--- src/rtl/vertex_light_accum.sv ---
// vertex_light_accum
// Folds per-light diffuse cosines with per-light intensities and an ambient
// term into one fp32 brightness. It uses one combinational fp32 multiplier
// and one fp32 adder with a registered pipeline of ADD_LAT stages. One vertex
// is processed at a time.
// The fp32 arithmetic rounds to nearest, ties to even. Subnormal operands and
// subnormal results are flushed to zero.
//
// Ports:
//   clk, rst            clock, asynchronous active-high reset
//   in_valid/in_ready   vertex handshake; in_vid, in_dot, in_two_sided, light_en
//                       are captured on accept
//   light_int, La_int   per-light and ambient intensities; not captured, so they
//                       must stay stable from accept until the output handshake
//   out_valid/out_ready result handshake; out_vid, Brightness held while stalled
//
// State table:
//   IDLE  | waiting for a vertex, in_ready=1
//   ISSUE | light k: skip it if disabled, otherwise launch acc + c*int_k
//   WAIT  | adder pipeline in flight; acc is updated in the last WAIT cycle
//   OUT   | result presented until out_ready
module vertex_light_accum #(
  parameter int IDW     = 8,
  parameter int NL      = 4,
  parameter int ADD_LAT = 1,
  parameter int SAT_EN  = 1
) (
  input  logic              clk,
  input  logic              rst,
  input  logic              in_valid,
  output logic              in_ready,
  input  logic [IDW-1:0]    in_vid,
  input  logic [NL*32-1:0]  in_dot,
  input  logic              in_two_sided,
  input  logic [NL-1:0]     light_en,
  input  logic [NL*32-1:0]  light_int,
  input  logic [31:0]       La_int,
  output logic              out_valid,
  input  logic              out_ready,
  output logic [IDW-1:0]    out_vid,
  output logic [31:0]       Brightness
);

  localparam int KW = (NL > 1) ? $clog2(NL) : 1;
  localparam int CW = $clog2(ADD_LAT + 1);
  localparam logic [KW-1:0] K_LAST = KW'(NL - 1);
  localparam logic [CW-1:0] C_LOAD = CW'(ADD_LAT);
  localparam logic [31:0]   ONE    = 32'h3F800000;
  localparam logic [31:0]   QNAN   = 32'h7FC00000;

  typedef enum logic [1:0] {IDLE, ISSUE, WAIT, OUT} state_t;

  state_t            state;
  logic [KW-1:0]     k;
  logic [CW-1:0]     wcnt;
  logic [31:0]       acc;
  logic [NL*32-1:0]  dot_q;
  logic              two_q;
  logic [NL-1:0]     en_q;
  logic [31:0]       pipe [ADD_LAT];

  logic [31:0] dot_k, int_k, cos_k, prod, sum, add_res;
  logic        en_k;

  function automatic logic [31:0] sat(input logic [31:0] x);
    // Catches +Inf and +NaN as well, since their magnitude bits exceed 1.0.
    if (SAT_EN != 0 && !x[31] && x[30:0] > 31'h3F800000) return ONE;
    return x;
  endfunction

  function automatic logic [31:0] fp_mul(input logic [31:0] a, input logic [31:0] b);
    logic              s;
    logic [7:0]        ea, eb;
    logic [47:0]       p;
    logic signed [9:0] e;
    logic [22:0]       m;
    logic              g, st;
    logic [24:0]       r;
    s  = a[31] ^ b[31];
    ea = a[30:23];
    eb = b[30:23];
    p  = 48'({1'b1, a[22:0]}) * 48'({1'b1, b[22:0]});
    e  = $signed({2'b00, ea}) + $signed({2'b00, eb}) - 10'sd127;
    if (p[47]) begin
      m  = p[46:24];
      g  = p[23];
      st = |p[22:0];
      e  = e + 10'sd1;
    end else begin
      m  = p[45:23];
      g  = p[22];
      st = |p[21:0];
    end
    r = {2'b01, m} + 25'(g & (st | m[0]));
    e = e + $signed({9'b0, r[24]});
    if ((ea == 8'hFF && a[22:0] != 0) || (eb == 8'hFF && b[22:0] != 0) ||
        (ea == 8'hFF && eb == 8'h00) || (eb == 8'hFF && ea == 8'h00))
      return QNAN;
    if (ea == 8'hFF || eb == 8'hFF) return {s, 8'hFF, 23'b0};
    if (ea == 8'h00 || eb == 8'h00) return {s, 31'b0};
    if (e >= 10'sd255) return {s, 8'hFF, 23'b0};
    if (e <= 10'sd0) return {s, 31'b0};
    return {s, e[7:0], r[22:0]};
  endfunction

  function automatic logic [31:0] fp_add(input logic [31:0] a, input logic [31:0] b);
    logic [31:0]       x, y;
    logic [7:0]        d;
    logic [53:0]       sh;
    logic [26:0]       mx, my, n;
    logic [27:0]       s;
    logic signed [9:0] e;
    logic [4:0]        lz;
    logic              found;
    logic [24:0]       r;
    logic              a_nan, b_nan, a_inf, b_inf;
    a_nan = (a[30:23] == 8'hFF) && (a[22:0] != 0);
    b_nan = (b[30:23] == 8'hFF) && (b[22:0] != 0);
    a_inf = (a[30:23] == 8'hFF) && (a[22:0] == 0);
    b_inf = (b[30:23] == 8'hFF) && (b[22:0] == 0);
    if (a_nan || b_nan || (a_inf && b_inf && a[31] != b[31])) return QNAN;
    if (a_inf) return a;
    if (b_inf) return b;
    if (a[30:23] == 0 && b[30:23] == 0) return {a[31] & b[31], 31'b0};
    if (a[30:23] == 0) return b;
    if (b[30:23] == 0) return a;
    if (a[30:0] >= b[30:0]) begin
      x = a;
      y = b;
    end else begin
      x = b;
      y = a;
    end
    d  = x[30:23] - y[30:23];
    mx = {1'b1, x[22:0], 3'b000};
    // Three extra bits (guard, round, sticky); anything shifted past them folds into sticky.
    sh = {1'b1, y[22:0], 3'b000, 27'b0} >> ((d > 8'd27) ? 8'd27 : d);
    my = {sh[53:28], sh[27] | (|sh[26:0])};
    e  = $signed({2'b00, x[30:23]});
    if (x[31] == y[31]) begin
      s = {1'b0, mx} + {1'b0, my};
      if (s[27]) begin
        n = {s[27:2], s[1] | s[0]};
        e = e + 10'sd1;
      end else begin
        n = s[26:0];
      end
    end else begin
      n     = mx - my;
      lz    = 5'd0;
      found = 1'b0;
      for (int i = 26; i >= 0; i--) begin
        if (!found && n[i]) begin
          lz    = 5'(26 - i);
          found = 1'b1;
        end
      end
      n = n << lz;
      e = e - $signed({5'b0, lz});
    end
    if (n == 0) return 32'h0;
    r = {2'b01, n[25:3]} + 25'(n[2] & ((|n[1:0]) | n[3]));
    e = e + $signed({9'b0, r[24]});
    if (e >= 10'sd255) return {x[31], 8'hFF, 23'b0};
    if (e <= 10'sd0) return {x[31], 31'b0};
    return {x[31], e[7:0], r[22:0]};
  endfunction

  assign dot_k   = dot_q[{k, 5'b0} +: 32];
  assign int_k   = light_int[{k, 5'b0} +: 32];
  assign en_k    = en_q[k];
  // One-sided lighting clamps back-facing cosines to +0; two-sided takes |cos|.
  assign cos_k   = two_q ? {1'b0, dot_k[30:0]} : (dot_k[31] ? 32'h0 : dot_k);
  assign prod    = fp_mul(cos_k, int_k);
  assign sum     = fp_add(acc, prod);
  assign add_res = pipe[ADD_LAT-1];

  always_ff @(posedge clk or posedge rst) begin
    if (rst) begin
      for (int i = 0; i < ADD_LAT; i++) pipe[i] <= '0;
    end else begin
      pipe[0] <= sum;
      for (int i = 1; i < ADD_LAT; i++) pipe[i] <= pipe[i-1];
    end
  end

  always_ff @(posedge clk or posedge rst) begin
    if (rst) begin
      state      <= IDLE;
      k          <= '0;
      wcnt       <= '0;
      acc        <= '0;
      dot_q      <= '0;
      two_q      <= 1'b0;
      en_q       <= '0;
      in_ready   <= 1'b0;
      out_valid  <= 1'b0;
      out_vid    <= '0;
      Brightness <= '0;
    end else begin
      case (state)
        IDLE: begin
          in_ready <= 1'b1;
          if (in_valid && in_ready) begin
            out_vid  <= in_vid;
            dot_q    <= in_dot;
            two_q    <= in_two_sided;
            en_q     <= light_en;
            acc      <= La_int;
            k        <= '0;
            in_ready <= 1'b0;
            state    <= ISSUE;
          end
        end
        ISSUE: begin
          if (en_k) begin
            wcnt  <= C_LOAD;
            state <= WAIT;
          end else if (k == K_LAST) begin
            Brightness <= sat(acc);
            out_valid  <= 1'b1;
            state      <= OUT;
          end else begin
            k <= k + KW'(1);
          end
        end
        WAIT: begin
          if (wcnt == CW'(1)) begin
            acc <= add_res;
            if (k == K_LAST) begin
              Brightness <= sat(add_res);
              out_valid  <= 1'b1;
              state      <= OUT;
            end else begin
              k     <= k + KW'(1);
              state <= ISSUE;
            end
          end else begin
            wcnt <= wcnt - CW'(1);
          end
        end
        OUT: begin
          if (out_ready) begin
            out_valid <= 1'b0;
            in_ready  <= 1'b1;
            state     <= IDLE;
          end
        end
        default: state <= IDLE;
      endcase
    end
  end

endmodule

--- config.mk ---
export PLATFORM = sky130hd
export DESIGN_NAME = vertex_light_accum
export DESIGN_NICKNAME = d
export VERILOG_FILES = /design/src/rtl/vertex_light_accum.sv
export SDC_FILE = /design/constraint.sdc
export NUM_CORES = 2
export LEC_CHECK = 0
export CORE_MARGIN = 4
export CORE_UTILIZATION = 55
export CTS_BUF_LIST = sky130_fd_sc_hd__clkbuf_2
export DETAILED_ROUTE_END_ITERATION = 8
export GPL_TIMING_DRIVEN = 0
export PLACE_DENSITY = 0.86
export SYNTH_ARGS = -nofsm -noshare
export SYNTH_HDL_FRONTEND = slang
export SYNTH_SLANG_ARGS = --single-unit
--- constraint.sdc ---
create_clock -name clk -period 41.9 [get_ports clk]
set_clock_uncertainty 0.2 [all_clocks]
set_input_delay 8.38 -clock clk [delete_from_list [all_inputs] [get_ports clk]]
set_output_delay 8.38 -clock clk [all_outputs]
set_load 0.01 [all_outputs]
==> results.yml <==
worst_setup_path:
  cp.required_ns: 42.59
  reg2regPathDepth: 116
  startpoint_type: "input port"
  crit_slowest_cell: "a2111oi_2"
  worstSetupEndpointType: "flop"
  worst-path-max-fanout: 10
  r2r-end: "add_res[21]"
  cp_data_arrival_time_ns: 41.33
  rrSetupSlack_ns: 4.70
  cpMostUsedCell: "buf_2"
  critical_path.max_stage_delay_ns: 0.82
  critical_path_class: "input port to flop"
  r2r-start: "k[0]"
routing:
  ant_nets: 0
  viasPerCell: 6.57
  dr_total_vias: 46400
  dr.pass1.iters: 7
  drc: 0
  drtIter0Drc: 6002
  wirelength_um: 199000
  detail_route.wl_per_cell_um: 28.2
timing:
  hold_viol_final: 0
  finalCritPeriodShare_pct: 97.0
  worstMarginPinSlew_ns: 1.41
  min_period_ns: 40.63
  setup_viol_count_final: 0
  setup_ws_ns: 1.27
  rsz0062_at_grt: "no"
  maxSlewHeadroom_pct: 5.32
  fmax_mhz: 24.6
  maxSlewViolCount: 0
  tns_ns: 0
  whs_ns: 0.306
placement:
  post-dp-hpwl_um: 164000
  place_congestion: 1.09
  dpl_worst_slack_ns: -1.00
  io_buffers: 346
min_path:
  holdPathEnd: "Brightness[29]"
  holdPathStages: 2
  hold_start: "Brightness[29]"
  hold_class: "flop to flop"
cts:
  clockBufferDepth: 3
  cts-buffers-inserted: 67
  clk_latency_ns: 1.04
  tritoncts: "built"
  clockRootBuffer: "clkbuf_2"
  htree_levels: 3
  path_clk_slew_ns: 0.11
  clock-sinks: 244
  cts_hold_buf: 0
floorplan:
  io_pins: 347
  die_x_um: 295
  rows: 104
  core-area_um2: 80900
  start_util_pct: 55.8
  die_area_um2: 86800
  fp.dieH_um: 295
logic_synthesis:
  synth_area_leaders: "fa_1, dfrtp_1, ha_1"
  syn-instance-count: 5525
  async_flop_share_pct: 100
  postSynth.topFlopCell: "dfrtp_1"
  yosysTopAreaCell: "fa_1"
  synth_nets: 6606
  yosys_warnings: 0
  synth_edf_count: 0
  seq_area_frac_synth_pct: 13.5
  synth_area_um2: 45200
  synth_top_cell_area_share_pct: 21.5
  yosys-top-cells-count: "inv_1, nand2_1, nor2_1, fa_1, a21oi_1"
  yosysMostFrequentCell: "inv_1"
  synth.ff_latch_count: 244
  syn_area_per_cell_um2: 8.18
  yosysUniqueCellTypes: 135
global_routing:
  grt_pass1_wl_um: 292000
  antenna_found_initial: 23
  grt_max_degree: 117
  grt_remaining_overflow: 0
  grt_pass1_vias: 45500
  grt.total_usage_pct: 45.2
run:
  cap_viol_max_count: 0
layout:
  fin_nets: 7020
  num-fill-cells: 7025
  areaGrowthSynthToFinish_pct: 12.3
  drive_above_1_share_pct: 8.39
status:
  status: "completed"
==> worst max-delay path, delay by kind of cell <==
kind,cells,cell delay [ns]
multiplexers,3,0.67
XOR/XNOR,3,0.88
AND/OR/NAND/NOR,39,10.72
adder cells (fa/ha/maj),15,5.46
buffers and inverters,26,6.81
AO/OA/AOI/OAI,26,8.27
==> worst max path at each step <==
stage | slack (ns) | cells after the start | startpoint | end
after floorplan | 7.85 | 119 | light_int[50] | add_res[10]
after global placement | -1.16 | 116 | light_int[114] | add_res[5]
after detailed placement | -1.00 | 116 | light_int[114] | add_res[5]
after CTS | 0.26 | 116 | light_int[114] | add_res[21]
after global routing | 0.16 | 126 | light_int[114] | add_res[21]
final | 1.27 | 112 | light_int[114] | add_res[21]
==> cell usage in the layout (no fill, tap or decap), drive strengths merged, types with 29 or more instances in the layout <==
master         Yosys  routed
a211oi            68      68
a21o              62      62
a21oi            299     299
a221oi            61      61
a31oi             47      47
and2              43      43
and3              31      31
buf               63      64
clkbuf           236     327
clkdlybuf4s50      0     346
dfrtp            244     244
fa               485     485
ha               291     291
inv              719     723
mux2             193     193
mux2i            126     126
nand2            630     630
nand2b            40      40
nand3            107     107
nand4             67      67
nor2             616     616
nor3              85      85
nor4              48      48
o211ai            56      56
o21a              43      43
o21ai            231     231
o21bai            37      37
o22ai             33      33
o31ai             29      29
xnor2            100     100
xor2              43      43
==> registers in the layout, summed over array words and instances (netlist names), 2 cells and up <==
signal / count
state: 2
k: 2
out_vid: 8
acc: 32
Brightness: 32
en_q: 4
add_res: 32
dot_q: 128
==> per-layer routing <==
layer	part of all wire [%]	vias up	track usage (%)
li1	-	19700	-
met5	0.20	-	2.05
met3	15	639	19.9
met4	5.1	16	18.8
met1	40	22600	61.1
met2	40	3369	63.0
==> stage by stage <==
step	util, %	instances	instance area, um2
5_1_grt	62.7	7053	50700
4_1_cts	62.5	7043	50600
3_5_place_dp	61.8	6933	50000
6_report	62.7	7059	50700
3_3_place_gp	61.7	6931	50000
2_1_floorplan	-	5525	45200
==> what timing repair did <==
item	CTS	global route
setup buffers	0	1
pin swaps	0	2
endpoints found under the setup margin	1	31
gates resized for setup	1	33
==> cell families (layout without fill, tap and decap cells) <==
logic type | count (synthesis) | count (layout) | synth area share (%)
AND/OR/NAND/NOR | 1796 | 1796 | 18.1
multiplexers | 345 | 345 | 8.95
other | 0 | 19 | 0
XOR/XNOR | 144 | 144 | 2.86
AO/OA/AOI/OAI | 1195 | 1195 | 18.3
buffers and inverters | 1025 | 1480 | 8.71
adder cells (fa/ha/maj) | 776 | 776 | 29.6
flip-flops | 244 | 244 | 13.5
==> layout make-up <==
class	instances	area, um2	share of cell area (%)
Sequential cell	244	6110	12.0
Inverter	726	2740	5.39
Clock buffer	93	465	0.917
Tap cell	1060	1330	2.61
Buffer	295	1200	2.37
Antenna cell	19	47.5	0.0937
Clock inverter	17	128	0.252
Multi-Input combinational cell	4256	35200	69.4
Timing Repair Buffer	349	3530	6.95
Power is left out: the tool's default activity adds up to more than one toggle a clock period on the data nets, which glitch-free logic cannot reach.
